**src/rtl/stopwatch_ctrl_pkg.sv**
```systemverilog
// Shared state codes and default timing for the stopwatch controller.
// Latency: n/a (definitions only).
// Backpressure: n/a.
package stopwatch_ctrl_pkg;

  typedef enum logic [1:0] {
    SW_IDLE  = 2'b00,
    SW_RUN   = 2'b01,
    SW_PAUSE = 2'b10,
    SW_LAP   = 2'b11
  } sw_state_e;

  // 100 Hz count rate from a 100 MHz clock
  localparam int SW_TICK_DIV = 1_000_000;
  localparam int SW_PRESC_W  = 20;

  // Prescaler keeps running while the count is live (RUN or LAP view)
  function automatic logic sw_counting(input sw_state_e s);
    return (s == SW_RUN) || (s == SW_LAP);
  endfunction

endpackage

```
**src/rtl/stopwatch_ctrl_one_pulse.sv**
```systemverilog
// Rising-edge detector: turns a debounced button level into a one-cycle pulse.
// Latency: pulse is registered, high the cycle after the level first goes high.
// Backpressure: none; a held level yields exactly one pulse.
module stopwatch_ctrl_one_pulse
  import stopwatch_ctrl_pkg::*;
(
  input  logic clk,
  input  logic rst,
  input  logic in_lvl,
  output logic out_pulse
);

  logic hist;

  // History resets high so a button held through reset release produces no pulse
  always_ff @(posedge clk or posedge rst) begin
    if (rst) begin
      hist      <= 1'b1;
      out_pulse <= 1'b0;
    end else begin
      hist      <= in_lvl;
      out_pulse <= in_lvl & ~hist;
    end
  end

endmodule

```
**src/rtl/stopwatch_ctrl.sv**
```systemverilog
// Stopwatch sequencer: run/pause/lap state, tick prescaler, counter/display strobes.
// Latency: button level -> new state two cycles later; all outputs registered.
// Backpressure: none; the counter datapath must accept a tick or clear on any cycle.
module stopwatch_ctrl
  import stopwatch_ctrl_pkg::*;
#(
  parameter int TICK_DIV = SW_TICK_DIV,
  parameter int PRESC_W  = SW_PRESC_W
) (
  input  logic       clk,
  input  logic       rst,
  input  logic       btn_start,
  input  logic       btn_lap,
  output logic       count_tick,
  output logic       count_clr,
  output logic       disp_hold,
  output logic [1:0] state_o
);

  localparam logic [PRESC_W-1:0] PRESC_MAX = PRESC_W'(TICK_DIV - 1);

  sw_state_e          state, next_state;
  logic [PRESC_W-1:0] presc, presc_nxt;
  logic               start_p, lap_p;
  logic               clr_nxt;
  logic               tick_nxt;

  stopwatch_ctrl_one_pulse u_start_pulse (
    .clk       (clk),
    .rst       (rst),
    .in_lvl    (btn_start),
    .out_pulse (start_p)
  );

  stopwatch_ctrl_one_pulse u_lap_pulse (
    .clk       (clk),
    .rst       (rst),
    .in_lvl    (btn_lap),
    .out_pulse (lap_p)
  );

  // State register
  always_ff @(posedge clk or posedge rst) begin
    if (rst) begin
      state <= SW_IDLE;
    end else begin
      state <= next_state;
    end
  end

  // Next-state logic; start always takes priority over lap
  always_comb begin
    next_state = state;
    clr_nxt    = 1'b0;
    case (state)
      SW_IDLE: begin
        if (start_p) next_state = SW_RUN;
      end
      SW_RUN: begin
        if (start_p)    next_state = SW_PAUSE;
        else if (lap_p) next_state = SW_LAP;
      end
      SW_PAUSE: begin
        if (start_p) begin
          next_state = SW_RUN;
        end else if (lap_p) begin
          next_state = SW_IDLE;
          clr_nxt    = 1'b1;
        end
      end
      SW_LAP: begin
        if (start_p)    next_state = SW_PAUSE;
        else if (lap_p) next_state = SW_RUN;
      end
      default: next_state = SW_IDLE;
    endcase
  end

  // Prescaler next value: zero in IDLE, frozen in PAUSE so the fractional period survives
  always_comb begin
    presc_nxt = presc;
    tick_nxt  = 1'b0;
    if (state == SW_IDLE) begin
      presc_nxt = '0;
    end else if (sw_counting(state)) begin
      if (presc == PRESC_MAX) begin
        presc_nxt = '0;
        tick_nxt  = 1'b1;
      end else begin
        presc_nxt = presc + 1'b1;
      end
    end
  end

  // Prescaler register
  always_ff @(posedge clk or posedge rst) begin
    if (rst) begin
      presc <= '0;
    end else begin
      presc <= presc_nxt;
    end
  end

  // Output strobes; a tick earned on the last counting cycle still fires the cycle after
  always_ff @(posedge clk or posedge rst) begin
    if (rst) begin
      count_tick <= 1'b0;
      count_clr  <= 1'b0;
      disp_hold  <= 1'b0;
    end else begin
      count_tick <= tick_nxt;
      count_clr  <= clr_nxt;
      disp_hold  <= (next_state == SW_LAP);
    end
  end

  assign state_o = state;

endmodule

```
**config.mk**
```make
export PLATFORM = sky130hd
export DESIGN_NAME = stopwatch_ctrl
export DESIGN_NICKNAME = d
export VERILOG_FILES = /design/src/rtl/stopwatch_ctrl_pkg.sv /design/src/rtl/stopwatch_ctrl_one_pulse.sv /design/src/rtl/stopwatch_ctrl.sv
export SDC_FILE = /design/constraint.sdc
export NUM_CORES = 1
export LEC_CHECK = 0
export BUFFER_PORTS_ARGS = -buffer_cell sky130_fd_sc_hd__buf_2
export CORE_MARGIN = 2
export CORE_UTILIZATION = 59
export CTS_CLUSTER_SIZE = 10
export DETAILED_ROUTE_END_ITERATION = 10
export PLACE_DENSITY = 0.85
export SETUP_SLACK_MARGIN = 0.5
export SKIP_CTS_REPAIR_TIMING = 1
export SLEW_MARGIN = 20
export SYNTH_ARGS = -nofsm -noshare
export SYNTH_HDL_FRONTEND = slang
export SYNTH_SLANG_ARGS = --single-unit
```
**constraint.sdc**
```tcl
create_clock -name clk -period 2.8 [get_ports clk]
set_input_delay 0.56 -clock clk [delete_from_list [all_inputs] [get_ports clk]]
set_output_delay 0.56 -clock clk [all_outputs]
set_load 0.03 [all_outputs]
```
# == Word-level counts from Yosys, hierarchy flattened ==
# Cells that the tools add are included.
# word_totals
ff_bits,29
out_inout_bits,5
elab_cells,39
in_bits,4
# classes
addsub,1
n_mux,17
n_reduce_logical,3
n_eq_ne,5
bitwise,4
# ops
op,count
2-to-1 mux 20 bit,3
adder 20 x 1 -> 20 bit (second input constant),1
== test 20 bit (second input constant),1
2-to-1 mux 2 bit,7
case mux 2 bit (4 select lines),1
== test 2 bit (second input constant),3
2-to-1 mux 1 bit,6
bitwise AND 1 bit,2
== test 2 x 1 -> 1 bit (second input constant),1
logical NOT 2 bit,1
NOT 1 bit,2
nonzero test 2 bit,1
logical OR 1 bit,1

# == Longest topological paths before layout ==
# Gate-level depths: netlist of run 1.
# depth
word_depth,4
mapped_depth,6
depth_no_buf,5

# == Modules after synthesis ==
# A second synthesis of run 1 with hierarchy kept.
# hier_totals
cells_unflattened,165
area_unflattened_um2,1585.3
# modules_own_cells
module,n_inst,seq_area_each_um2,cells_per_inst,area_per_inst_um2
stopwatch_ctrl,1,625.6,157,1447.6
stopwatch_ctrl_one_pulse,2,51.3,4,68.8

# == Worst setup path after synthesis of run 1 ==
# Ideal clock, no wire load.
# synth_path
path_type,flip-flop to flip-flop
from,register presc[7]
to,register presc[14]
setup_time_ns,0.143
synth_period_minus_slack_ns,2.015
setup_slack_ns,0.785
path_buffers,1
t_required_ns,2.657
path_stages_with_launch,6
arrival_time_ns,1.871
cell_sequence,dfrtp_1 -> or4b_1 -> or4_1 -> buf_6 -> o2111ai_1 -> o311ai_1
# synth_via
elab_chain_len,4
word_cells_on_any_way,5
classes_between,add/sub (1); eq/ne (1); mux (3)
# synth_lines
item,line_no,rtl
start: declaration,stopwatch_ctrl.sv:23,"logic [PRESC_W-1:0] presc, presc_nxt;"
start signal: assignment,stopwatch_ctrl.sv:100,presc <= presc_nxt;
adder 20 x 1 -> 20 bit or == test 20 bit (tied branches),"stopwatch_ctrl.sv:90, stopwatch_ctrl.sv:86",
2-to-1 mux 20 bit *,stopwatch_ctrl.sv:86,if (presc == PRESC_MAX) begin
2-to-1 mux 20 bit *,stopwatch_ctrl.sv:85,end else if (sw_counting(state)) begin
2-to-1 mux 20 bit *,stopwatch_ctrl.sv:83,if (state == SW_IDLE) begin
# Every way passes the cells marked *; elsewhere a longest branch is shown, timed or not. The select of a mux whose other input is x is not followed.
# A chain may end at the register's enable or synchronous reset.

# == Worst setup path in the final report of run 1 ==
# layout_path
from,register presc[7]
to,register presc[9]
# Same word-level chain as after synthesis.

==> flow_metrics.py, run 1 <==
metrics = {
    "status": {
        "outcome": "completed",
    },
    "clocking": {
        "tritoncts": "done",
        "clock_sinks": 29,
        "cts.htree.levels": 2,
        "clk_pin_slew_worst_paths_ns": 0.11,
        "clock_latency_ns": 0.34,
        "clockBufferDepth": 2,
        "numCtsBuffers": 5,
        "cts_root_buf": "clkbuf_4",
    },
    "sta": {
        "worst_pin_slew_ns": 0.614,
        "setup_tns_ns": 0,
        "drv_slew": 0,
        "slew_headroom_pct": 59.0,
        "setup_viol": 0,
        "max_freq_ghz": 0.469,
        "period_share_pct": 76.1,
        "skew_ns": 0.0135,
        "rsz0062_at_grt": "false",
        "min_period_ns": 2.13,
        "hold_viol_final": 0,
    },
    "synthesis": {
        "ys_seq_area_share_pct": 46.6,
        "synthFlopType": "dfrtp_1",
        "ys_ff_latch": 29,
        "yosysWarnings": 0,
        "synth_area_um2": 1560,
        "synth_edf_count": 0,
        "synth_nets": 168,
        "synth_cells": 163,
        "async_flop_share_pct": 100,
        "synth.distinct_cells": 46,
        "post_synth.cell_area_avg_um2": 9.59,
    },
    "route": {
        "via_count": 1327,
        "drc": 0,
        "wl_um": 3250,
        "drt_pre_antenna_iters": 4,
        "antenna_left": 0,
        "drt_iter0_drc": 60,
        "vias_per_cell": 6.60,
        "wl_per_cell_um": 16.2,
    },
    "worst_setup_path": {
        "crit_required_ns": 3.00,
        "crit_arrival_ns": 2.33,
        "crit_type": "reg -> reg",
        "critical_path.endpoint_type": "register",
        "max_stage_delay_ns": 0.63,
        "crit_start": "presc[7]",
        "reg2regPathDepth": 4,
        "cp-start-kind": "register",
        "crit_fanout": 9,
        "r2r_start": "presc[7]",
        "cp_slowest_cell": "or4_4",
        "path_cells": "or4b_1 -> or4_4 -> o2111ai_1 -> o311ai_1",
    },
    "finish": {
        "drive_above_1_share_pct": 15.2,
        "final_cell_count_no_fill": 201,
        "diodes": 0,
        "fillers": 199,
        "final_nets": 175,
        "multiInputGateArea_um2": 761,
        "syn2layout_area_growth_pct": 9.05,
        "register_area_um2": 728,
        "fin_util_pct": 68.2,
    },
    "grt": {
        "grt_max_degree": 30,
        "track_usage_pct": 23.2,
        "top_usage_layer": "met2",
        "grt_pass1_vias": 1161,
        "gr-usage-met3_pct": 4.92,
        "grt_pass1_wl_um": 5510,
        "gr-total-overflow": 0,
        "use_met1_pct": 32.9,
        "globalRouteMet2Util_pct": 34.7,
        "grt_antenna_before_repair": 0,
    },
    "placement": {
        "io_buffers": 8,
        "dp_cells": 193,
        "gp_congestion": 0.882,
        "dp_hpwl_um": 2230,
    },
    "min_path": {
        "hold_path_class": "in -> async",
    },
    "floorplanning": {
        "design.die.area_um2": 3080,
        "start_util_pct": 62.5,
        "ioPinCount": 9,
        "core_um2": 2500,
        "die_w_um": 55.5,
        "fp.dieH_um": 55.5,
        "rows": 18,
    },
    "run": {
        "cap_viol_max_count": 0,
    },
    "pwr": {
        "power.total_mw": 1.22,
        "p_per_area_nw_per_um2": 714,
        "irDropWorstVdd_mv": 0.609,
        "p_leak_nw": 0.710,
    },
}
[cells in the final DEF (no fill, tap or decap), drive strengths merged, types with 2 or more instances in the layout]
cell / count
o211ai: 2
o311ai: 5
or4b: 2
dfstp: 2
clkbuf: 6
dfrtp: 27
nand2b: 3
nand3: 8
or3: 2
a21oi: 5
nor2: 3
or4: 7
buf: 11
and2: 2
o2111ai: 4
nand2: 21
nor3: 2
nand4: 11
nor2b: 3
and4: 3
o21ai: 11
and3: 3
inv: 7
o31ai: 3
[metrics by stage]
step / hold slack, ns / setup WS (ns) / instance area [µm²]
after floorplan: 0.451 / 0.785 / 1560
after global placement: 0.468 / 0.599 / 1610
after detailed placement: 0.478 / 0.566 / 1610
after CTS: 0.275 / 0.524 / 1700
after global routing: 0.302 / 0.582 / 1700
final: 0.270 / 0.669 / 1700
[state kept, by name, summed over array words and instances, names as in the netlist]
signal,count
presc,20
state_o,2
count_clr,1
count_tick,1
disp_hold,1
u_lap_pulse.hist,1
u_lap_pulse.out_pulse,1
u_start_pulse.hist,1
u_start_pulse.out_pulse,1
[logic make-up after synthesis]
group / share of synthesized area [%]
compound gates: 19.1
xor+xnor: 1.12
fa+ha+maj: 0.801
buf+inv: 4.96
flops: 46.6
mux: 0.641
simple gates: 26.8
[cell type report]
class                   count  share of cell area [%]
clock buffers               6                    3.01
clock inverters             2                    2.20
inverters                   7                    1.54
multi-input cells         116                    44.6
flip-flops and latches     29                    42.7
well taps                  30                    2.20
repair buffers             11                    3.67
[path summary, 6_finish.rpt]
| kind | endpoint | slack, ns |
|---|---|---|
| max | presc[9] | 0.67 |
| min | presc[4] | 0.27 |
| max reg2reg | presc[9] | 0.67 |
| min reg2reg | u_lap_pulse.out_pulse | 0.50 |
| max in group asynchronous | u_lap_pulse.hist | 2.22 |
| min in group clk | u_start_pulse.hist | 0.32 |
[Yosys cell counts, types with 2 or more instances]
library cell  instances  area (µm²)
dfrtp_1              27         676
nand2_1              21        78.8
nand4_1              11        68.8
o21ai_0              10        50.1
nand3_1               8        40.0
clkbuf_1              7        26.3
inv_1                 7        26.3
or4_1                 7        52.6
a21oi_1               5        25.0
o2111ai_1             4        35.0
o311ai_1              4        35.0
and4_1                3        26.3
nand2b_1              3        18.8
nor2_1                3        11.3
nor2b_1               3        18.8
and2_1                2        12.5
and3_1                2        12.5
buf_2                 2        10.0
dfstp_2               2        52.6
nor3_1                2        10.0
o211ai_1              2        15.0
o31ai_1               2        15.0
or3_1                 2        12.5
or4b_1                2        20.0
[metal layers]
layer / wire length [µm] / share of wire, % / vias up
li1: - / - / 635
met1: 1440 / 44 / 639
met2: 1580 / 48 / 47
met3: 186 / 5.7 / 6
met4: 48 / 1.5 / 0
met5: 0 / 0 / -
[report_power, final]
group	internal (mW)	switching (mW)
sequential	0.461	0.0361
clock	0.212	0.162
combinational	0.0992	0.247
[critical path, delay by kind of cell, from the launching register on]
family           cells  cell delay, ns
AO/OA/AOI/OAI        2            0.37
flip-flops           1            0.46
AND/OR/NAND/NOR      2            1.16
(Power assumes the default switching activity.)
==> run 2, diff against run 1 <==
==> constraint.sdc (replaced) <==
create_clock -name clk -period 2.05 [get_ports clk]
set_input_delay 0.41 -clock clk [delete_from_list [all_inputs] [get_ports clk]]
set_output_delay 0.41 -clock clk [all_outputs]
set_load 0.03 [all_outputs]
==> flow_metrics.py, run 2 (synthesis results as in run 1) <==
metrics = {
    "status": {
        "outcome": "finished with violations",
        "violations": "negative setup slack",
    },
    "floorplanning": {
        "start_util_pct": 62.5,
        "core_um2": 2500,
        "die_w_um": 55.5,
        "ioPinCount": 9,
        "fp.dieH_um": 55.5,
        "design.die.area_um2": 3080,
        "rows": 18,
    },
    "worst_setup_path": {
        "r2r_end": "presc[8]",
        "max_stage_delay_ns": 0.55,
        "critical_path.endpoint_type": "register",
        "critPathCapture": "presc[8]",
        "crit_required_ns": 2.26,
        "r2r_start": "presc[7]",
        "crit_start": "presc[7]",
        "cp_slowest_cell": "or4b_4",
        "reg2reg_slack_ns": -0.04,
        "crit_type": "reg -> reg",
        "crit_arrival_ns": 2.31,
        "path_cells": "or4b_4 -> or4_4 -> buf_6 -> o21ai_4 -> o311ai_2",
        "crit_fanout": 5,
        "critPathBufInv": 1,
        "cp_top_family": "simple AND/OR/NAND/NOR gates",
        "reg2regPathDepth": 5,
        "cp.depth": 5,
        "cp-start-kind": "register",
    },
    "sta": {
        "worst_slack_ns": -0.0437,
        "min_period_ns": 2.09,
        "period_share_pct": 102,
        "worst_pin_slew_ns": 0.365,
        "hold_viol_final": 0,
        "drv_slew": 0,
        "skew_ns": 0.00724,
        "max_freq_ghz": 0.478,
        "rsz0062_at_grt": "true",
        "setup_tns_ns": -0.215,
        "slew_headroom_pct": 75.4,
        "setup_viol": 9,
    },
    "placement": {
        "dpl_cell_area_um2": 1730,
        "place_ws_ns": 0.0258,
        "dp_hpwl_um": 2540,
        "io_buffers": 8,
        "gp_congestion": 0.897,
    },
    "route": {
        "drc": 0,
        "drt_pre_antenna_iters": 5,
        "wl_um": 4000,
        "antenna_left": 0,
        "via_count": 1445,
        "vias_per_cell": 6.69,
        "drt_iter0_drc": 97,
        "wl_per_cell_um": 18.5,
    },
    "clocking": {
        "tritoncts": "done",
        "clk_pin_slew_worst_paths_ns": 0.09,
        "cts_root_buf": "clkbuf_4",
        "clockBufferDepth": 2,
        "clock_sinks": 29,
        "clock_latency_ns": 0.33,
        "cts.htree.levels": 2,
        "numCtsBuffers": 5,
    },
    "pwr": {
        "cell_internal_pwr_mw": 0.964,
        "irDropWorstVdd_mv": 0.827,
        "seqPwrFrac_pct": 43.8,
        "p_per_area_nw_per_um2": 857,
        "pwr-share-comb_pct": 33.2,
        "switching_share_pct": 39.4,
        "p_switching_mw": 0.627,
        "pwr-share-clk_pct": 23.0,
        "p_leak_nw": 0.788,
    },
    "grt": {
        "track_usage_pct": 26.9,
        "grt_antenna_before_repair": 0,
        "grt_pass1_vias": 1366,
        "gr-total-overflow": 0,
        "grt_max_degree": 30,
        "grt_pass1_wl_um": 6420,
    },
    "finish": {
        "design_area_um2": 1860,
        "final_common_cell": "dfrtp_1",
        "top_register": "presc",
        "fillers": 186,
        "final_nets": 190,
        "drive_above_1_share_pct": 28.5,
        "syn2layout_area_growth_pct": 18.7,
        "layout_common_cells": "25 x dfrtp_1, 21 x nand2_1, 15 x buf_4, 11 x nand4_1, 9 x buf_2",
        "diodes": 0,
        "largest_reg_flops": 20,
    },
    "run": {
        "cap_viol_max_count": 0,
    },
    "min_path": {
        "hold_path_class": "in -> async",
    },
}
run 2: changes by cell type in the layout (fill, tap and decap cells not counted), sizes merged:
cell | previous run | this run
buf | 11 | 26
bufinv | 1 | 0
clkbuf | 6 | 8
clkinvlp | 1 | 0
run 2: power groups by stage:
stage | logic (mW) | clock network, mW | registers (mW)
after CTS | 0.501 | 0.371 | 0.689
after global placement | 0.482 | 0 | 0.694
after detailed placement | 0.499 | 0 | 0.701
after global routing | 0.577 | 0.402 | 0.710
after floorplan | 0.322 | 0 | 0.733
final | 0.527 | 0.366 | 0.697
run 2: worst register-to-register path, cell delays in order, from the launching register on:
cell and delay, ns:
dfrtp_1 0.41, or4b_4 0.55, or4_4 0.54, buf_6 0.16, o21ai_4 0.21, o311ai_2 0.11
run 2: through the flow:
stage | instances | util [%] | hold slack, ns | power, mW
after CTS | 214 | 71.5 | 0.144 | 1.56
final | 216 | 74.2 | 0.141 | 1.59
after global routing | 216 | 74.2 | 0.159 | 1.69
after global placement | 206 | 69.1 | 0.464 | 1.18
after floorplan | 163 | - | 0.414 | 1.05
after detailed placement | 206 | 69.1 | 0.485 | 1.20
run 2: worst min path at each step:
stage                                     start                      end  slack, ns  cells after the start
after floorplan                         btn_lap         u_lap_pulse.hist       0.41                      0
after global placement    u_lap_pulse.out_pulse               state_o[1]       0.46                      1
after detailed placement     u_start_pulse.hist  u_start_pulse.out_pulse       0.49                      1
after CTS                                   rst                 presc[4]       0.14                      3
after global routing                        rst                 presc[4]       0.16                      3
final                                       rst                 presc[5]       0.14                      3
run 2: cell type report:
type	instances	area, µm²	area share [%]
Inverter	7	26.3	1.42
Multi-Input combinational cell	116	822	44.3
Timing Repair Buffer	26	180	9.71
Clock buffer	8	58.8	3.17
Tap cell	30	37.5	2.02
Sequential cell	29	731	39.4
run 2: per-layer routing:
| layer | GRT usage (%) | up-vias | wire, µm |
|---|---|---|---|
| met5 | 0 | - | 0 |
| met4 | 12.5 | 0 | 74 |
| met3 | 8.43 | 8 | 246 |
| met2 | 39.5 | 63 | 2030 |
| met1 | 36.2 | 706 | 1650 |
| li1 | - | 668 | - |
==> run 3, diff against run 2 <==
--- a/config.mk
+++ b/config.mk
@@ -5,6 +5,7 @@
 export SDC_FILE = /design/constraint.sdc
 export NUM_CORES = 1
 export LEC_CHECK = 0
+export ABC_AREA = 1
 export BUFFER_PORTS_ARGS = -buffer_cell sky130_fd_sc_hd__buf_2
 export CORE_MARGIN = 2
 export CORE_UTILIZATION = 59
@@ -16,4 +17,5 @@
 export SLEW_MARGIN = 20
 export SYNTH_ARGS = -nofsm -noshare
 export SYNTH_HDL_FRONTEND = slang
+export SYNTH_HIERARCHICAL = 1
 export SYNTH_SLANG_ARGS = --single-unit
==> flow_metrics.py, run 3 <==
metrics = {
    "clocking": {
        "tritoncts": "done",
        "clockBufferDepth": 2,
        "clk_pin_slew_worst_paths_ns": 0.09,
        "clock_sinks": 29,
        "numCtsBuffers": 5,
        "clock_latency_ns": 0.33,
        "cts.htree.levels": 2,
        "cts_root_buf": "clkbuf_4",
    },
    "worst_setup_path": {
        "path_cells": "ha_4 -> nand3_2 -> nor2_4 -> nand3_1 -> nor2_2 -> nor2_4 -> nand2_1 -> o21ai_0",
        "cp_slowest_cell": "dfrtp_1",
        "crit_required_ns": 2.27,
        "crit_type": "reg -> reg",
        "cp_top_family": "simple AND/OR/NAND/NOR gates",
        "crit_arrival_ns": 1.72,
        "crit_top_cell": "nor2_4",
        "critPathBufInv": 0,
        "critical_path.endpoint_type": "register",
        "max_stage_delay_ns": 0.44,
        "cp-start-kind": "register",
        "crit_fanout": 10,
    },
    "finish": {
        "syn2layout_area_growth_pct": 14.7,
        "largest_reg_flops": 20,
        "top_register": "presc",
        "fillers": 200,
        "multiInputGateArea_um2": 801,
        "drive_above_1_share_pct": 20.2,
        "final_common_cell": "nand2_1",
        "final_nets": 232,
        "layout_common_cells": "66 x nand2_1, 27 x dfrtp_1, 25 x inv_1, 15 x nand3_1, 13 x o21ai_0",
        "design_area_um2": 1810,
        "diodes": 0,
        "register_area_um2": 728,
    },
    "sta": {
        "setup_tns_ns": 0,
        "period_share_pct": 73.4,
        "min_period_ns": 1.50,
        "hold_viol_final": 0,
        "skew_ns": 0.00400,
        "drv_slew": 0,
        "slew_headroom_pct": 78.1,
        "max_freq_ghz": 0.665,
        "worst_pin_slew_ns": 0.329,
        "setup_viol": 0,
        "worst_slack_ns": 0.546,
        "rsz0062_at_grt": "true",
    },
    "synthesis": {
        "synth.area.top_cells": "dfrtp_1 43%, nand2_1 16%, nand3_1 6.0%, inv_1 5.9%, xor2_1 4.4%",
        "synth_compound_gate_area_share_pct": 6.10,
        "synthSimpleGateAreaFrac_pct": 34.3,
        "post_synth.cell_area_avg_um2": 7.59,
        "ys_ff_latch": 29,
        "synth_nets": 213,
        "synth_commonest_cells": "68 x nand2_1, 27 x dfrtp_1, 25 x inv_1",
        "synth_fa_ha_area_share_pct": 0.792,
        "synth.distinct_cells": 25,
        "synth_top_area_cell": "dfrtp_1",
        "ys_seq_area_share_pct": 46.1,
        "yosysWarnings": 6,
        "async_flop_share_pct": 100,
        "synthFlopType": "dfrtp_1",
        "synth_mux_area_share_pct": 0,
        "synth_edf_count": 0,
        "yosys.area_share.xor_xnor_pct": 5.55,
        "synth_cells": 208,
        "synth_top_family_by_area": "simple AND/OR/NAND/NOR gates",
        "yosysMostFrequentCell": "nand2_1",
        "synth_area_um2": 1580,
        "synth_top_area_share_pct": 42.8,
    },
    "route": {
        "wl_um": 3250,
        "drt_iter0_drc": 61,
        "wl_per_cell_um": 12.6,
        "drt_pre_antenna_iters": 4,
        "antenna_left": 0,
        "drc": 0,
        "via_count": 1375,
        "vias_per_cell": 5.33,
    },
    "floorplanning": {
        "design.die.area_um2": 3110,
        "ioPinCount": 9,
        "start_util_pct": 63.2,
        "core_um2": 2500,
        "die_w_um": 55.7,
        "rows": 18,
        "fp.dieH_um": 55.7,
    },
    "grt": {
        "grt_antenna_before_repair": 0,
        "grt_max_degree": 26,
        "grt_pass1_vias": 1249,
        "gr-total-overflow": 0,
        "grt_pass1_wl_um": 5510,
        "track_usage_pct": 22.8,
    },
    "placement": {
        "place_ws_ns": 0.480,
        "dp_hpwl_um": 2220,
        "io_buffers": 8,
        "gp_congestion": 0.846,
        "dpl_cell_area_um2": 1660,
    },
    "run": {
        "cap_viol_max_count": 0,
    },
    "status": {
        "outcome": "completed",
    },
    "pwr": {
        "irDropWorstVdd_mv": 0.819,
        "p_leak_nw": 0.838,
        "p_per_area_nw_per_um2": 795,
    },
    "min_path": {
        "hold_path_class": "in -> reg",
    },
}
[run 3: layout make-up]
cell class / instances / share of cell area (%)
multi-input cells: 150 / 44.2
flip-flops and latches: 29 / 40.2
inverters: 27 / 5.60
repair buffers: 14 / 4.84
clock buffers: 5 / 2.07
well taps: 30 / 2.07
clock inverters: 3 / 0.968
[run 3: worst register-to-register path: stages, from the launching register on]
cell     delay, ns
dfrtp_1       0.44
ha_4          0.20
nand3_2       0.12
nor2_4        0.15
nand3_1       0.09
nor2_2        0.17
nor2_4        0.09
nand2_1       0.07
o21ai_0       0.07
[run 3: routing by layer]
metal	global-route usage, %	share of wire (%)
met1	29.2	43
met2	36.9	51
met3	6.28	4.5
met4	8.36	1.5
met5	0	0
[run 3: cells by family after synthesis]
family	after synthesis
xor gates and xnor gates	10
adders and majority gates	1
and+or+nand+nor	121
buffers and inverters	29
DFF	29
AOI/OAI and AO/OA	18
[run 3: stage by stage]
stage / power, mW / util, % / std cells / hold slack [ns]
after floorplan: 0.936 / - / 208 / 0.150
after global placement: 1.05 / 66.4 / 246 / 0.278
after detailed placement: 1.06 / 66.4 / 246 / 0.283
after CTS: 1.40 / 68.6 / 254 / -0.0904
after global routing: 1.52 / 72.4 / 258 / 0.152
final: 1.44 / 72.4 / 258 / 0.181
[run 3: power breakdown]
part / internal [mW] / total [mW] / switching (mW) / leakage, nW
clock network: 0.129 / 0.337 / 0.208 / 0.0310
logic: 0.125 / 0.409 / 0.284 / 0.419
registers: 0.629 / 0.693 / 0.0645 / 0.388
[run 3: path summary, 6_finish.rpt]
| kind | from | endpoint | slack, ns | depth (start not counted) |
|---|---|---|---|---|
| setup / recovery | presc[0] | presc[12] | 0.55 | 8 |
| hold reg to reg | u_start_pulse/hist | u_start_pulse/out_pulse | 0.49 | 1 |
| hold / removal | btn_lap | u_lap_pulse/hist | 0.18 | 1 |
| max in group asynchronous | rst | presc[9] | 1.09 | 4 |
| min in group asynchronous | rst | u_lap_pulse/out_pulse | 0.48 | 3 |
| setup reg to reg | presc[0] | presc[12] | 0.55 | 8 |
